==> config.mk <==
export PLATFORM = sky130hd
export DESIGN_NAME = instr_prefetch_buffer_flat
export DESIGN_NICKNAME = d
export VERILOG_FILES = /design/src/rtl/instr_prefetch_buffer_if.sv /design/src/rtl/instr_prefetch_buffer.sv /design/src/flat_wrapper.sv
export SDC_FILE = /design/constraint.sdc
export NUM_CORES = 1
export LEC_CHECK = 0
export BUFFER_PORTS_ARGS = -buffer_cell sky130_fd_sc_hd__buf_2
export CAP_MARGIN = 20
export CELL_PAD_IN_SITES_DETAIL_PLACEMENT = 2
export CELL_PAD_IN_SITES_GLOBAL_PLACEMENT = 2
export CORE_UTILIZATION = 47
export CTS_CLUSTER_SIZE = 12
export DETAILED_ROUTE_END_ITERATION = 12
export PLACE_DENSITY = 0.85
export SYNTH_ARGS = -nofsm -noshare
export SYNTH_HDL_FRONTEND = slang
export SYNTH_SLANG_ARGS = --single-unit
==> constraint.sdc <==
create_clock -name clk -period 7.7 [get_ports clk]
set_input_delay 0.385 -clock clk [delete_from_list [all_inputs] [get_ports clk]]
set_output_delay 0.385 -clock clk [all_outputs]
set_load 0.03 [all_outputs]
==> src/rtl/instr_prefetch_buffer_if.sv <==
// Fetch-control, memory-port and instruction-stream signals of the prefetch buffer.
// The master modport belongs to the prefetch buffer; the slave modport is for the core and memory side.
interface instr_prefetch_buffer_if #(
  parameter int ADDR_WIDTH = 16,
  parameter int DATA_WIDTH = 32
);
  logic                  fetch_en_i;
  logic                  branch_i;
  logic [ADDR_WIDTH-1:0] branch_addr_i;
  logic                  mem_en_o;
  logic [ADDR_WIDTH-1:0] mem_addr_o;
  logic [DATA_WIDTH-1:0] mem_rdata_i;
  logic                  instr_valid_o;
  logic                  instr_ready_i;
  logic [DATA_WIDTH-1:0] instr_rdata_o;
  logic [ADDR_WIDTH-1:0] instr_addr_o;

  modport master (
    input  fetch_en_i, branch_i, branch_addr_i, mem_rdata_i, instr_ready_i,
    output mem_en_o, mem_addr_o, instr_valid_o, instr_rdata_o, instr_addr_o
  );

  modport slave (
    output fetch_en_i, branch_i, branch_addr_i, mem_rdata_i, instr_ready_i,
    input  mem_en_o, mem_addr_o, instr_valid_o, instr_rdata_o, instr_addr_o
  );
endinterface

==> src/rtl/instr_prefetch_buffer.sv <==
// Instruction prefetch buffer: sequential fetch from a 1-cycle-latency memory into a small FIFO.
// Request-to-valid latency is 2 cycles; requests stop when FIFO entries plus in-flight reads would exceed DEPTH.
module instr_prefetch_buffer #(
  parameter int                    ADDR_WIDTH = 16,
  parameter int                    DATA_WIDTH = 32,
  parameter int                    DEPTH      = 2,
  parameter logic [ADDR_WIDTH-1:0] BOOT_ADDR  = 16'h8000
) (
  input  logic                     clk,
  input  logic                     rst_n,
  instr_prefetch_buffer_if.master  bus
);
  typedef enum logic {IDLE, RUN} state_t;

  state_t                state_q, state_d;
  logic [ADDR_WIDTH-1:0] faddr;
  logic [ADDR_WIDTH-1:0] pend_addr_q;
  logic                  pend_q;
  logic [2:0]            count;
  logic [1:0]            wr_ptr, rd_ptr;
  logic [DATA_WIDTH-1:0] fifo_dat [4];
  logic [ADDR_WIDTH-1:0] fifo_addr [4];

  logic                  branch, pop, push, req;
  logic [2:0]            cnt_eff, occ;
  logic [ADDR_WIDTH-1:0] baddr_al, req_addr;

  always_comb begin
    state_d = state_q;
    case (state_q)
      IDLE:    if (bus.fetch_en_i)  state_d = RUN;
      RUN:     if (!bus.fetch_en_i) state_d = IDLE;
      default: state_d = IDLE;
    endcase
  end

  // A branch flushes everything, so the occupancy check sees an empty buffer with nothing in flight.
  assign branch   = bus.branch_i;
  assign baddr_al = bus.branch_addr_i & ~ADDR_WIDTH'(3);
  assign pop      = bus.instr_valid_o & bus.instr_ready_i;
  assign cnt_eff  = branch ? 3'd0 : count;
  assign occ      = cnt_eff + 3'((pend_q & ~branch)) - 3'(pop);
  assign req      = rst_n && (state_d == RUN) && (occ < 3'(DEPTH));
  assign req_addr = branch ? baddr_al : faddr;
  assign push     = pend_q & ~branch;

  assign bus.mem_en_o      = req;
  assign bus.mem_addr_o    = req_addr;
  assign bus.instr_valid_o = (count != 3'd0) && !branch;
  assign bus.instr_rdata_o = fifo_dat[rd_ptr];
  assign bus.instr_addr_o  = fifo_addr[rd_ptr];

  function automatic logic [1:0] ptr_inc(input logic [1:0] p);
    return (p == 2'(DEPTH - 1)) ? 2'd0 : p + 2'd1;
  endfunction

  always_ff @(posedge clk or negedge rst_n) begin
    if (!rst_n) begin
      state_q     <= IDLE;
      faddr       <= BOOT_ADDR;
      pend_q      <= 1'b0;
      pend_addr_q <= '0;
      count       <= '0;
      wr_ptr      <= '0;
      rd_ptr      <= '0;
    end else begin
      state_q     <= state_d;
      pend_q      <= req;
      pend_addr_q <= req_addr;
      if (req)
        faddr <= req_addr + ADDR_WIDTH'(4);
      else if (branch)
        faddr <= baddr_al;
      if (branch) begin
        count  <= '0;
        wr_ptr <= '0;
        rd_ptr <= '0;
      end else begin
        count <= count + 3'(push) - 3'(pop);
        if (push) wr_ptr <= ptr_inc(wr_ptr);
        if (pop)  rd_ptr <= ptr_inc(rd_ptr);
      end
    end
  end

  always_ff @(posedge clk) begin
    if (push) begin
      fifo_dat[wr_ptr]  <= bus.mem_rdata_i;
      fifo_addr[wr_ptr] <= pend_addr_q;
    end
  end
endmodule

==> src/flat_wrapper.sv <==
// flat-port wrapper written by rule: the top's interface ports become plain ports
module instr_prefetch_buffer_flat 
#(
  parameter int                    ADDR_WIDTH = 16,
  parameter int                    DATA_WIDTH = 32,
  parameter int                    DEPTH      = 2,
  parameter logic [ADDR_WIDTH-1:0] BOOT_ADDR  = 16'h8000
)
  (clk, rst_n, bus_fetch_en_i, bus_branch_i, bus_branch_addr_i, bus_mem_rdata_i, bus_instr_ready_i, bus_mem_en_o, bus_mem_addr_o, bus_instr_valid_o, bus_instr_rdata_o, bus_instr_addr_o);
  instr_prefetch_buffer_if #(.ADDR_WIDTH(ADDR_WIDTH), .DATA_WIDTH(DATA_WIDTH)) bus_i ();
  input  logic clk;
  input  logic rst_n;
  input wire logic [$bits(bus_i.fetch_en_i)-1:0] bus_fetch_en_i;
  input wire logic [$bits(bus_i.branch_i)-1:0] bus_branch_i;
  input wire logic [$bits(bus_i.branch_addr_i)-1:0] bus_branch_addr_i;
  input wire logic [$bits(bus_i.mem_rdata_i)-1:0] bus_mem_rdata_i;
  input wire logic [$bits(bus_i.instr_ready_i)-1:0] bus_instr_ready_i;
  output wire logic [$bits(bus_i.mem_en_o)-1:0] bus_mem_en_o;
  output wire logic [$bits(bus_i.mem_addr_o)-1:0] bus_mem_addr_o;
  output wire logic [$bits(bus_i.instr_valid_o)-1:0] bus_instr_valid_o;
  output wire logic [$bits(bus_i.instr_rdata_o)-1:0] bus_instr_rdata_o;
  output wire logic [$bits(bus_i.instr_addr_o)-1:0] bus_instr_addr_o;
  assign bus_i.fetch_en_i = bus_fetch_en_i;
  assign bus_i.branch_i = bus_branch_i;
  assign bus_i.branch_addr_i = bus_branch_addr_i;
  assign bus_i.mem_rdata_i = bus_mem_rdata_i;
  assign bus_i.instr_ready_i = bus_instr_ready_i;
  assign bus_mem_en_o = bus_i.mem_en_o;
  assign bus_mem_addr_o = bus_i.mem_addr_o;
  assign bus_instr_valid_o = bus_i.instr_valid_o;
  assign bus_instr_rdata_o = bus_i.instr_rdata_o;
  assign bus_instr_addr_o = bus_i.instr_addr_o;
  instr_prefetch_buffer #(.ADDR_WIDTH(ADDR_WIDTH), .DATA_WIDTH(DATA_WIDTH), .DEPTH(DEPTH), .BOOT_ADDR(BOOT_ADDR)) u_core (.clk(clk), .rst_n(rst_n), .bus(bus_i));
endmodule
* After elaboration in Yosys (flattened, before gate mapping)
Memories as Yosys holds them, arrays and structs flattened. Index checks and enable logic that the tools add are counted.
Word-level totals: bits of input ports 53, logic and storage cells 43, memories 2, bits in writable memories 192, register bits 40
Memory list:
- u_core.fifo_dat | words 4, width 32, read ports 1, clocked after memory_dff 0, wr ports 1, line instr_prefetch_buffer.sv:21 | logic [DATA_WIDTH-1:0] fifo_dat [4];
- u_core.fifo_addr | words 4, width 16, read ports 1, clocked after memory_dff 0, wr ports 1, line instr_prefetch_buffer.sv:22 | logic [ADDR_WIDTH-1:0] fifo_addr [4];
Operators by class: eq/ne operators 2, $lt $le $gt $ge 1, reductions and logical operators 7, bitwise gates (word level) 5, add/subtract/negate cells 7, multiplexer cells 13
Operators with widths (count):
- two-way mux 16 bit | 2
- adder 16 x 3 -> 16 bit (second input constant) | 1
- two-way mux 2 bit | 6
- two-way mux 3 bit | 2
- subtractor 3 x 1 -> 3 bit | 2
- adder 2 x 1 -> 2 bit (second input constant) | 2
- == test 2 x 1 -> 1 bit (second input constant) | 2
- nonzero test 2 bit | 2
- adder 3 x 1 -> 3 bit | 1
- adder 3 bit | 1
- bitwise AND 1 x 3 -> 3 bit | 1
- logical AND 1 bit | 3
- less-than comparator 3 x 2 -> 1 bit (second input constant) | 1
- two-way mux 1 bit | 3
- NOT 1 -> 3 bit | 1
- nonzero test 3 bit | 1
- bitwise AND 1 bit | 2
- zero test 1 bit | 1
- NOT 1 bit | 1

* Logic depth before layout (Yosys ltp)
Gate-level depths: netlist of run 1.
depth after elaboration 7, mapped depth 14

* Least setup slack after synthesis of run 1
Ideal clock, no wire load.
kind input to register, from input port bus_branch_i, to memory u_core.fifo_addr[0][0] (enable), data required time 7187 ps, library setup time 513 ps, path buffers 2, stages 4, setup slack 3045 ps, arrival 4142 ps, path through buf_4 buf_6 nand2b_1 nor3_1
Between the ends: cells in the longest elaborated chain, start to end 4
RTL lines:
- start, declared | line flat_wrapper.sv:14 | input wire logic [$bits(bus_i.branch_i)-1:0] bus_branch_i;
- NOT 1 bit | line instr_prefetch_buffer.sv:45 | assign push = pend_q & ~branch;
- bitwise AND 1 bit | line instr_prefetch_buffer.sv:45
- two-way mux 1 bit | line instr_prefetch_buffer.sv:87 | if (push) begin
- two-way mux 1 bit (not written as such) | line instr_prefetch_buffer.sv:89 | fifo_addr[wr_ptr] <= pend_addr_q;
- end, declared | line instr_prefetch_buffer.sv:22
No other way between the ends.

* Worst setup path after layout of run 1
from register u_core.count[1], to output port bus_mem_en_o
Between the ends: cells in the longest elaborated chain, start to end 6, elaborated cells on any way between the ends 8
RTL lines:
- start, declared | line instr_prefetch_buffer.sv:19 | logic [2:0] count;
- start signal, assigned | line instr_prefetch_buffer.sv:79 | count <= count + 3'(push) - 3'(pop);
- parallel branches: the longest is 3 deep, another holds adder 3 bit
- subtractor 3 x 1 -> 3 bit * | line instr_prefetch_buffer.sv:42 | assign occ = cnt_eff + 3'((pend_q & ~branch)) - 3'(pop);
- less-than comparator 3 x 2 -> 1 bit * | line instr_prefetch_buffer.sv:43 | assign req = rst_n && (state_d == RUN) && (occ < 3'(DEPTH));
- logical AND 1 bit * | line instr_prefetch_buffer.sv:43
- end, declared | line flat_wrapper.sv:18 | output wire logic [$bits(bus_i.mem_en_o)-1:0] bus_mem_en_o;
Mark *: on every way between the ends.

==> impl_metrics.tcl, run 1 <==
set metrics [dict create \
    period_share 0.5622 \
    layout.nets 589 \
    post_cts_buffers 0 \
    cp-start-kind "register" \
    wl_met2_um 11140 \
    crit_arrival_ps 3940 \
    dieArea_sq_mm 0.01896 \
    drcViolationCount 0 \
    synthTopCellsByCount "192 x edfxtp_1, 48 x mux4_2, 37 x dfrtp_1" \
    wl_met1_um 8830 \
    finalSetupViolations 0 \
    ant_nets 0 \
    grt.overflow.total 0 \
    grt_max_degree 52 \
    core_sq_mm 0.01802 \
    first_pass_iters 4 \
    placedCellCount 730 \
    top_layer_used "met5" \
    synthArstFlopShare 0.1652 \
    multi_input_area_sq_mm 0.001828 \
    fin_ws_ps 3371 \
    ios 119 \
    worst_pin_slew_ps 771.6 \
    hold_class "primary input to register" \
    avgSynthCellArea_sq_um 22.02 \
    ir_worst_vdd_mv 0.1859 \
    max_slew_margin 0.4856 \
    ys_top_cells_by_area "edfxtp_1 67%, mux4_2 12%, dfrtp_1 11%" \
    fin_total_pwr_w 0.003289 \
    antenna_found_initial 4 \
    pre_cts_ws_ps 3649 \
    htreeDepth 1 \
    fmax_mhz 231.0 \
    fin_worst_skew_ps 8.968 \
    cts_buffer_depth 3 \
    yosysWarnings 0 \
    grt_pass1_vias 4927 \
    outcome "complete, no violations" \
    synth.ff_latch_count 230 \
    rsz0062_at_grt "no" \
    cts-root-buf "clkbuf_16" \
    fp.dieW_um 137.7 \
    wl_per_cell_um 28.56 \
    clk_pin_slew_worst_paths_ps 60 \
    grtUsageTotal 0.2425 \
    clk_latency_ps 510 \
    syn-num-nets 452 \
    portBuffers 116 \
    grt_pass1_wl_um 32170 \
    layout-drive-gt1-share 0.4270 \
    synth_most_common_cell "edfxtp_1" \
    via_count 4348 \
    yosysTopAreaCellShare 0.6662 \
    fill_cells 1513 \
    synthCells 393 \
    fin_crit_ps 4329 \
    cts_made_buffers 25 \
    total_leakage_power_nw 3.691 \
    synth_flop_cell "edfxtp_1" \
    netlist_area_sq_mm 0.008655 \
    max_cap_viol_count 0 \
    final_cells 778 \
    initial_core_util 0.4801 \
    synth_area_leader_cell "edfxtp_1" \
    final_util 0.5738 \
    dp_hpwl_um 14250 \
    final-seq-area_sq_mm 0.006723 \
    drv_slew 0 \
    synth_edf_count 192 \
    gp_congestion 0.7939 \
    drt_wl_total_um 22220 \
    tns_ps 0 \
    finalHoldViolCount 0 \
    endpoint_kind "primary output" \
    vias_per_cell 5.589 \
    synth_cell_type_count 40 \
    area_growth_pct 19.50 \
    crit_type "register to primary output" \
    die_h_um 137.7 \
    path_max_fanout 7 \
    cts_sinks 230 \
    dr_wl_met3_um 1846 \
    cts_tree "yes" \
    ys_seq_area_frac 0.7762 \
    rows 49 \
    power_per_cell_area_mw_per_mm2 318.0 \
    required_ps 7320 \
    dr.first_iter.drc_count 292 \
]
## flip-flops by register name (all words and copies together), names as in the netlist
name                count
u_core.count            3
u_core.rd_ptr           2
u_core.wr_ptr           2
u_core.pend_addr_q     14
u_core.pend_q           1
u_core.fifo_addr       64
u_core.fifo_dat       128
u_core.faddr           16
## critical path, cell delays in order (launching register included)
cell     delay [ps]
dfrtp_1         440
nor3_1          210
nor2_1           80
and2_1          280
ha_1            330
or3_1           350
fa_1            510
and3_1          200
nor4b_2         420
or2_1           350
buf_2           260
## cell type report
class | instances | share of cell area
inverters | 9 | 0.003266
clock buffers | 39 | 0.07138
multi-input cells | 138 | 0.1767
flip-flops and latches | 230 | 0.6500
well taps | 229 | 0.02770
repair buffers | 126 | 0.06484
diodes | 1 | 0.0002420
clock inverters | 6 | 0.005807
## where the power goes
| part | internal, W | switching, W | total [W] | leakage, nW |
|---|---|---|---|---|
| clock network | 0.000690 | 0.000473 | 0.00116 | 0.389 |
| logic | 0.000240 | 0.000373 | 0.000613 | 1.10 |
| registers | 0.00143 | 0.0000783 | 0.00151 | 2.20 |
## metrics by stage
step | hold slack [ps] | instance area [sq um]
final | 91.77 | 10340
after global routing | 73.40 | 10340
after CTS | 64.87 | 10320
after detailed placement | 485.7 | 9512
after global placement | 462.3 | 9512
after floorplan | 89.41 | 8655
## worst paths after layout
path / from / endpoint / slack (ps) / cells after the start
min in group asynchronous: rst_n / u_core.pend_addr_q[15] / 480 / 3
worst min register to register: u_core.pend_addr_q[13] / u_core.fifo_addr[0][13] / 520 / 0
worst max-delay path: u_core.count[1] / bus_mem_en_o / 3370 / 10
max in group asynchronous: rst_n / u_core.rd_ptr[0] / 6790 / 3
worst max register to register: u_core.count[1] / u_core.faddr[7] / 4050 / 11
worst min-delay path: bus_mem_rdata_i[9] / u_core.fifo_dat[1][9] / 90 / 1
## timing repair
item / in CTS / in global routing
setup endpoints to repair: 0 / 0
gates resized for setup: 0 / 0
hold buffers: 1 / 0
hold endpoints to repair: 37 / 0
## cells in the final DEF (no fill, tap or decap), types with 7 or more instances in the layout
master / instances
buf_2: 116
buf_4: 8
clkbuf_1: 8
clkbuf_16: 25
dfrtp_1: 35
edfxtp_1: 192
inv_1: 9
mux2_2: 11
mux4_2: 48
nand3_1: 7
xnor2_1: 10
## cell families (layout without fill, tap and decap cells)
family | after synthesis | after routing | share of synthesized area
buffers and inverters | 25 | 180 | 0.01402
other | 0 | 1 | 0
AOI/OAI and AO/OA | 13 | 13 | 0.01099
muxes | 64 | 64 | 0.1456
xor gates and xnor gates | 14 | 14 | 0.01417
adders and majority gates | 6 | 6 | 0.01041
and+or+nand+nor | 41 | 41 | 0.02863
DFF | 230 | 230 | 0.7762
## per-layer routing
metal	up-vias	global-route usage
li1	1857	-
met1	2297	0.3047
met2	157	0.4179
met3	33	0.06733
met4	4	0.05556
met5	-	0
No activity file was read; power rests on OpenSTA's default activity.
==> run 2: changes to the inputs <==
--- a/config.mk
+++ b/config.mk
@@ -9,10 +9,10 @@
 export CAP_MARGIN = 20
 export CELL_PAD_IN_SITES_DETAIL_PLACEMENT = 2
 export CELL_PAD_IN_SITES_GLOBAL_PLACEMENT = 2
-export CORE_UTILIZATION = 47
+export CORE_UTILIZATION = 44
 export CTS_CLUSTER_SIZE = 12
 export DETAILED_ROUTE_END_ITERATION = 12
-export PLACE_DENSITY = 0.85
+export PLACE_DENSITY = 0.8
 export SYNTH_ARGS = -nofsm -noshare
 export SYNTH_HDL_FRONTEND = slang
 export SYNTH_SLANG_ARGS = --single-unit
==> constraint.sdc (replaced) <==
create_clock -name clk -period 4.2 [get_ports clk]
set_input_delay 0.21 -clock clk [delete_from_list [all_inputs] [get_ports clk]]
set_output_delay 0.21 -clock clk [all_outputs]
set_load 0.03 [all_outputs]
==> run 2 against run 1 <==
  * Flip-flop and latch count is the same
  * Core utilization shrank 1.4 points
  * Count of clock-buffer cells in the layout shrank 4
  * Critical path type unchanged
  * Critical endpoint unchanged
==> impl_metrics.tcl, run 2 (same netlist as run 1, synthesis figures left out) <==
set metrics [dict create \
    outcome "complete, no violations" \
    grt.overflow.total 0 \
    holdPathEnd "u_core.pend_addr_q[4]" \
    portBuffers 116 \
    fin_worst_skew_ps 21.20 \
    top_register "u_core.fifo_dat" \
    total_leakage_power_nw 3.791 \
    hold_slack_ps 23.62 \
    antenna_found_initial 3 \
    cts_tree "yes" \
    grt_max_degree 52 \
    cp_slowest_cell "fa_1" \
    clk_latency_ps 520 \
    fin_area_sq_mm 0.01064 \
    layout-drive-gt1-share 0.3906 \
    final_util 0.5596 \
    fill_cells 1664 \
    dp_hpwl_um 12950 \
    grt_pass1_wl_um 33070 \
    period_share 0.9451 \
    power_per_cell_area_mw_per_mm2 559.7 \
    ff2ff_setup_slack_ps 760 \
    final_common_cell "edfxtp_1" \
    n_antenna_cell 0 \
    drt_wl_total_um 22270 \
    critPathTopFamily "simple AND/OR/NAND/NOR gates" \
    min-delay-start "bus_branch_addr_i[4]" \
    rsz0062_at_grt "no" \
    cts_buffer_depth 3 \
    largestRegisters "u_core.fifo_dat: 128 flops, u_core.fifo_addr: 64 flops, u_core.faddr: 16 flops" \
    via_count 4477 \
    hold_depth 2 \
    core_sq_mm 0.01902 \
    fin_ws_ps 230.7 \
    cts_hold_buf 34 \
    crit_buf_inv 1 \
    slowest_delay_ps 500 \
    fmax_mhz 251.9 \
    cp-start-kind "register" \
    grt_pass1_vias 5044 \
    multi_input_area_sq_mm 0.001828 \
    drcViolationCount 0 \
    initial_core_util 0.4551 \
    dr.first_iter.drc_count 301 \
    vias_per_cell 5.355 \
    drv_slew 0 \
    worst_pin_slew_ps 909.8 \
    final-seq-area_sq_mm 0.006723 \
    dieArea_sq_mm 0.02023 \
    wl_per_cell_um 26.63 \
    rr_startpoint "u_core.count[1]" \
    finalSetupViolations 0 \
    ir_worst_vdd_mv 0.2639 \
    crit_type "register to primary output" \
    gp_congestion 0.8158 \
    cts_made_buffers 24 \
    max_cap_viol_count 0 \
    clk_pin_slew_worst_paths_ps 60 \
    max_slew_margin 0.3935 \
    fp.dieW_um 142.2 \
    final_cell_mix "192 x edfxtp_1, 116 x buf_2, 48 x mux4_2, 35 x dfrtp_1, 34 x dlygate4sd3_1" \
    placed_area_sq_mm 0.009543 \
    hold_class "primary input to register" \
    die_h_um 142.2 \
    worstPathCellList "nor3_1 -> nor2_1 -> and2_1 -> ha_1 -> or3_1 -> fa_1 -> and3_1 -> nor4b_2 -> or2_1 -> buf_2" \
    area_growth_pct 22.97 \
    cts_sinks 230 \
    pre_cts_ws_ps 749.9 \
    required_ps 3990 \
    htreeDepth 1 \
    ios 119 \
    postCtsResizedCells 0 \
    endpoint_kind "primary output" \
    first_pass_iters 4 \
    crit_arrival_ps 3760 \
    cts-root-buf "clkbuf_16" \
    fin_crit_ps 3969 \
    layout.nets 620 \
    finalHoldViolCount 0 \
    post_cts_buffers 0 \
    ant_nets 0 \
    largest_register_ffs 128 \
    grtUsageTotal 0.2294 \
    fin_total_pwr_w 0.005957 \
    path_max_fanout 7 \
    reg2regPathDepth 10 \
    timing.rr.end "u_core.faddr[3]" \
    rows 50 \
]
## run 2: cell types whose count changed in the layout (fill, tap and decap cells not counted), sizes merged
cell         delta
diode           -1
dlygate4sd3    +33
buf             -1
clkinv          +2
clkinvlp        -1
inv             -1
clkbuf          -4
## run 2: area by class of cell
| type | count | share of cell area |
|---|---|---|
| clock buffers | 35 | 0.06419 |
| flip-flops and latches | 230 | 0.6317 |
| clock inverters | 6 | 0.004585 |
| inverters | 9 | 0.003174 |
| multi-input cells | 138 | 0.1718 |
| repair buffers | 158 | 0.09405 |
| well taps | 260 | 0.03057 |
## run 2: power breakdown
group | leakage, nW | internal, W | switching, W
logic | 1.24 | 0.000464 | 0.000700
clock network | 0.354 | 0.00118 | 0.000867
registers | 2.20 | 0.00263 | 0.000117
total | 3.79 | 0.00427 | 0.00168
## run 2: how the worst max path moves through the flow
| stage | endpoint | depth (start not counted) | startpoint | slack, ps |
|---|---|---|---|---|
| 2_1_floorplan | u_core.fifo_addr[0][0] | 4 | bus_branch_i | -280 |
| 3_3_place_gp | bus_mem_en_o | 10 | u_core.count[1] | 940 |
| 3_5_place_dp | bus_mem_en_o | 10 | u_core.count[1] | 750 |
| 4_1_cts | bus_mem_en_o | 10 | u_core.count[1] | 180 |
| 5_1_grt | bus_mem_en_o | 10 | u_core.count[1] | 50 |
| 6_report | bus_mem_en_o | 10 | u_core.count[1] | 230 |
## run 2: metal layers
metal | global-route usage | part of all wire
met5 | 0 | 0
met3 | 0.04273 | 0.073
met4 | 0.04471 | 0.014
met2 | 0.3942 | 0.50
met1 | 0.3076 | 0.41
## run 2: per-stage QoR
step,setup TNS [ps],cells
2_1_floorplan,-26860,393
3_3_place_gp,0,760
3_5_place_dp,0,760
4_1_cts,0,835
5_1_grt,0,836
6_report,0,836
==> run 3: changes to the inputs <==
--- a/config.mk
+++ b/config.mk
@@ -13,6 +13,7 @@
 export CTS_CLUSTER_SIZE = 12
 export DETAILED_ROUTE_END_ITERATION = 12
 export PLACE_DENSITY = 0.8
+export RECOVER_POWER = 50
 export SYNTH_ARGS = -nofsm -noshare
 export SYNTH_HDL_FRONTEND = slang
 export SYNTH_SLANG_ARGS = --single-unit
==> run 3 against run 2 <==
  * Maximum frequency is 0.20% lower
  * Total power is 0.24% lower
  * Sequential power hardly changed
  * Clock power hardly changed
  * Flip-flop and latch count stayed put
  * Final cell count stayed put
  * Largest power group unchanged
==> impl_metrics.tcl, run 3 (same netlist as run 1, synthesis figures left out) <==
set metrics [dict create \
    drcViolationCount 0 \
    pre_cts_ws_ps 749.9 \
    crit_arrival_ps 3770 \
    cts_buffer_depth 3 \
    cts_made_buffers 24 \
    hold_depth 3 \
    outcome "complete, no violations" \
    power_per_cell_area_mw_per_mm2 561.3 \
    final-seq-area_sq_mm 0.006723 \
    cts_tree "yes" \
    dp_hpwl_um 12950 \
    via_count 4483 \
    htreeDepth 1 \
    finalSetupViolations 0 \
    wl_per_cell_um 26.61 \
    largestRegisters "u_core.fifo_dat: 128 flops, u_core.fifo_addr: 64 flops, u_core.faddr: 16 flops" \
    top_register "u_core.fifo_dat" \
    cts_sinks 230 \
    finalHoldViolCount 0 \
    grt_pass1_wl_um 33070 \
    drv_slew 0 \
    layout-drive-gt1-share 0.2969 \
    portBuffers 116 \
    worstPathCellList "nor3_1 -> nor2_1 -> and2_1 -> ha_1 -> or3_1 -> fa_1 -> and3_1 -> nor4b_2 -> or2_1 -> buf_2" \
    postCtsResizedCells 0 \
    n_antenna_cell 0 \
    fmax_mhz 251.4 \
    fp.dieW_um 142.2 \
    antenna_found_initial 3 \
    fin_worst_skew_ps 22.27 \
    crit_buf_inv 1 \
    grt_max_degree 52 \
    cp.depth 10 \
    final_common_cell "edfxtp_1" \
    reg2regPathDepth 10 \
    cp_slowest_cell "fa_1" \
    period_share 0.9470 \
    vias_per_cell 5.362 \
    max_cap_viol_count 0 \
    grt_pass1_vias 5044 \
    gp_congestion 0.8158 \
    placed_area_sq_mm 0.009543 \
    rsz0062_at_grt "no" \
    drt_wl_total_um 22250 \
    fin_ws_ps 222.8 \
    critPathTopFamily "simple AND/OR/NAND/NOR gates" \
    ios 119 \
    multi_input_area_sq_mm 0.001827 \
    slowest_delay_ps 490 \
    crit_type "register to primary output" \
    endpoint_kind "primary output" \
    path_max_fanout 7 \
    grtUsageTotal 0.2294 \
    ant_nets 0 \
    total_leakage_power_nw 3.672 \
    fin_total_pwr_w 0.005943 \
    initial_core_util 0.4551 \
    cts-root-buf "clkbuf_16" \
    cp-start-kind "register" \
    fill_cells 1679 \
    rows 50 \
    required_ps 3990 \
    dr.first_iter.drc_count 281 \
    hold_class "primary input to register" \
    core_sq_mm 0.01902 \
    max_slew_margin 0.1585 \
    clk_latency_ps 520 \
    die_h_um 142.2 \
    worst_pin_slew_ps 1262 \
    ir_worst_vdd_mv 0.2637 \
    layout.nets 620 \
    area_growth_pct 22.32 \
    grt.overflow.total 0 \
    dieArea_sq_mm 0.02023 \
    clk_pin_slew_worst_paths_ps 60 \
    fin_crit_ps 3977 \
    fin_area_sq_mm 0.01059 \
    first_pass_iters 5 \
    largest_register_ffs 128 \
    final_cell_mix "192 x edfxtp_1, 75 x buf_2, 50 x clkbuf_1, 48 x mux4_2, 35 x dfrtp_1" \
]
run 3: worst paths after layout:
path	start	to	slack, ps
setup reg to reg	u_core.count[1]	u_core.faddr[3]	750
hold / removal	bus_branch_addr_i[11]	u_core.pend_addr_q[11]	60
setup / recovery	u_core.count[1]	bus_mem_en_o	220
hold reg to reg	u_core.pend_addr_q[12]	u_core.fifo_addr[3][12]	490
min in group asynchronous	rst_n	u_core.faddr[13]	290
max in group asynchronous	rst_n	u_core.rd_ptr[0]	3500
run 3: power by group:
group | internal (W) | leakage [nW] | switching (W)
Clock | 0.00118 | 0.354 | 0.000866
Sequential | 0.00263 | 2.20 | 0.000117
Combinational | 0.000450 | 1.12 | 0.000701
run 3: tightest hold or removal path: stages:
cell     delay, ps
buf_2           80
mux2i_1        110
inv_1          120
run 3: timing repair:
item | in CTS | in global routing
endpoints found under the hold margin | 163 | 0
buffers inserted | 0 | 0
hold buffers | 34 | 0
run 3: final cells by class:
cell class	instances	share of cell area
Clock inverter	6	0.004609
Multi-Input combinational cell	138	0.1726
Tap cell	260	0.03073
Timing Repair Buffer	158	0.08935
Clock buffer	35	0.06453
Sequential cell	230	0.6350
Inverter	9	0.003191
run 3: per-layer routing:
metal / vias up / share of wire / GRT usage
li1: 1920 / - / -
met1: 2384 / 0.41 / 0.3076
met2: 150 / 0.50 / 0.3942
met3: 29 / 0.070 / 0.04273
met4: 0 / 0.014 / 0.04471
met5: - / 0 / 0
run 3: per-stage QoR:
stage	utilization	setup TNS, ps	instances	hold WS, ps
4_1_cts	0.5582	0	835	4.820
3_3_place_gp	0.5018	0	760	296.2
3_5_place_dp	0.5018	0	760	321.9
6_report	0.5566	0	836	57.77
2_1_floorplan	-	-26860	393	-85.59
5_1_grt	0.5566	0	836	71.10
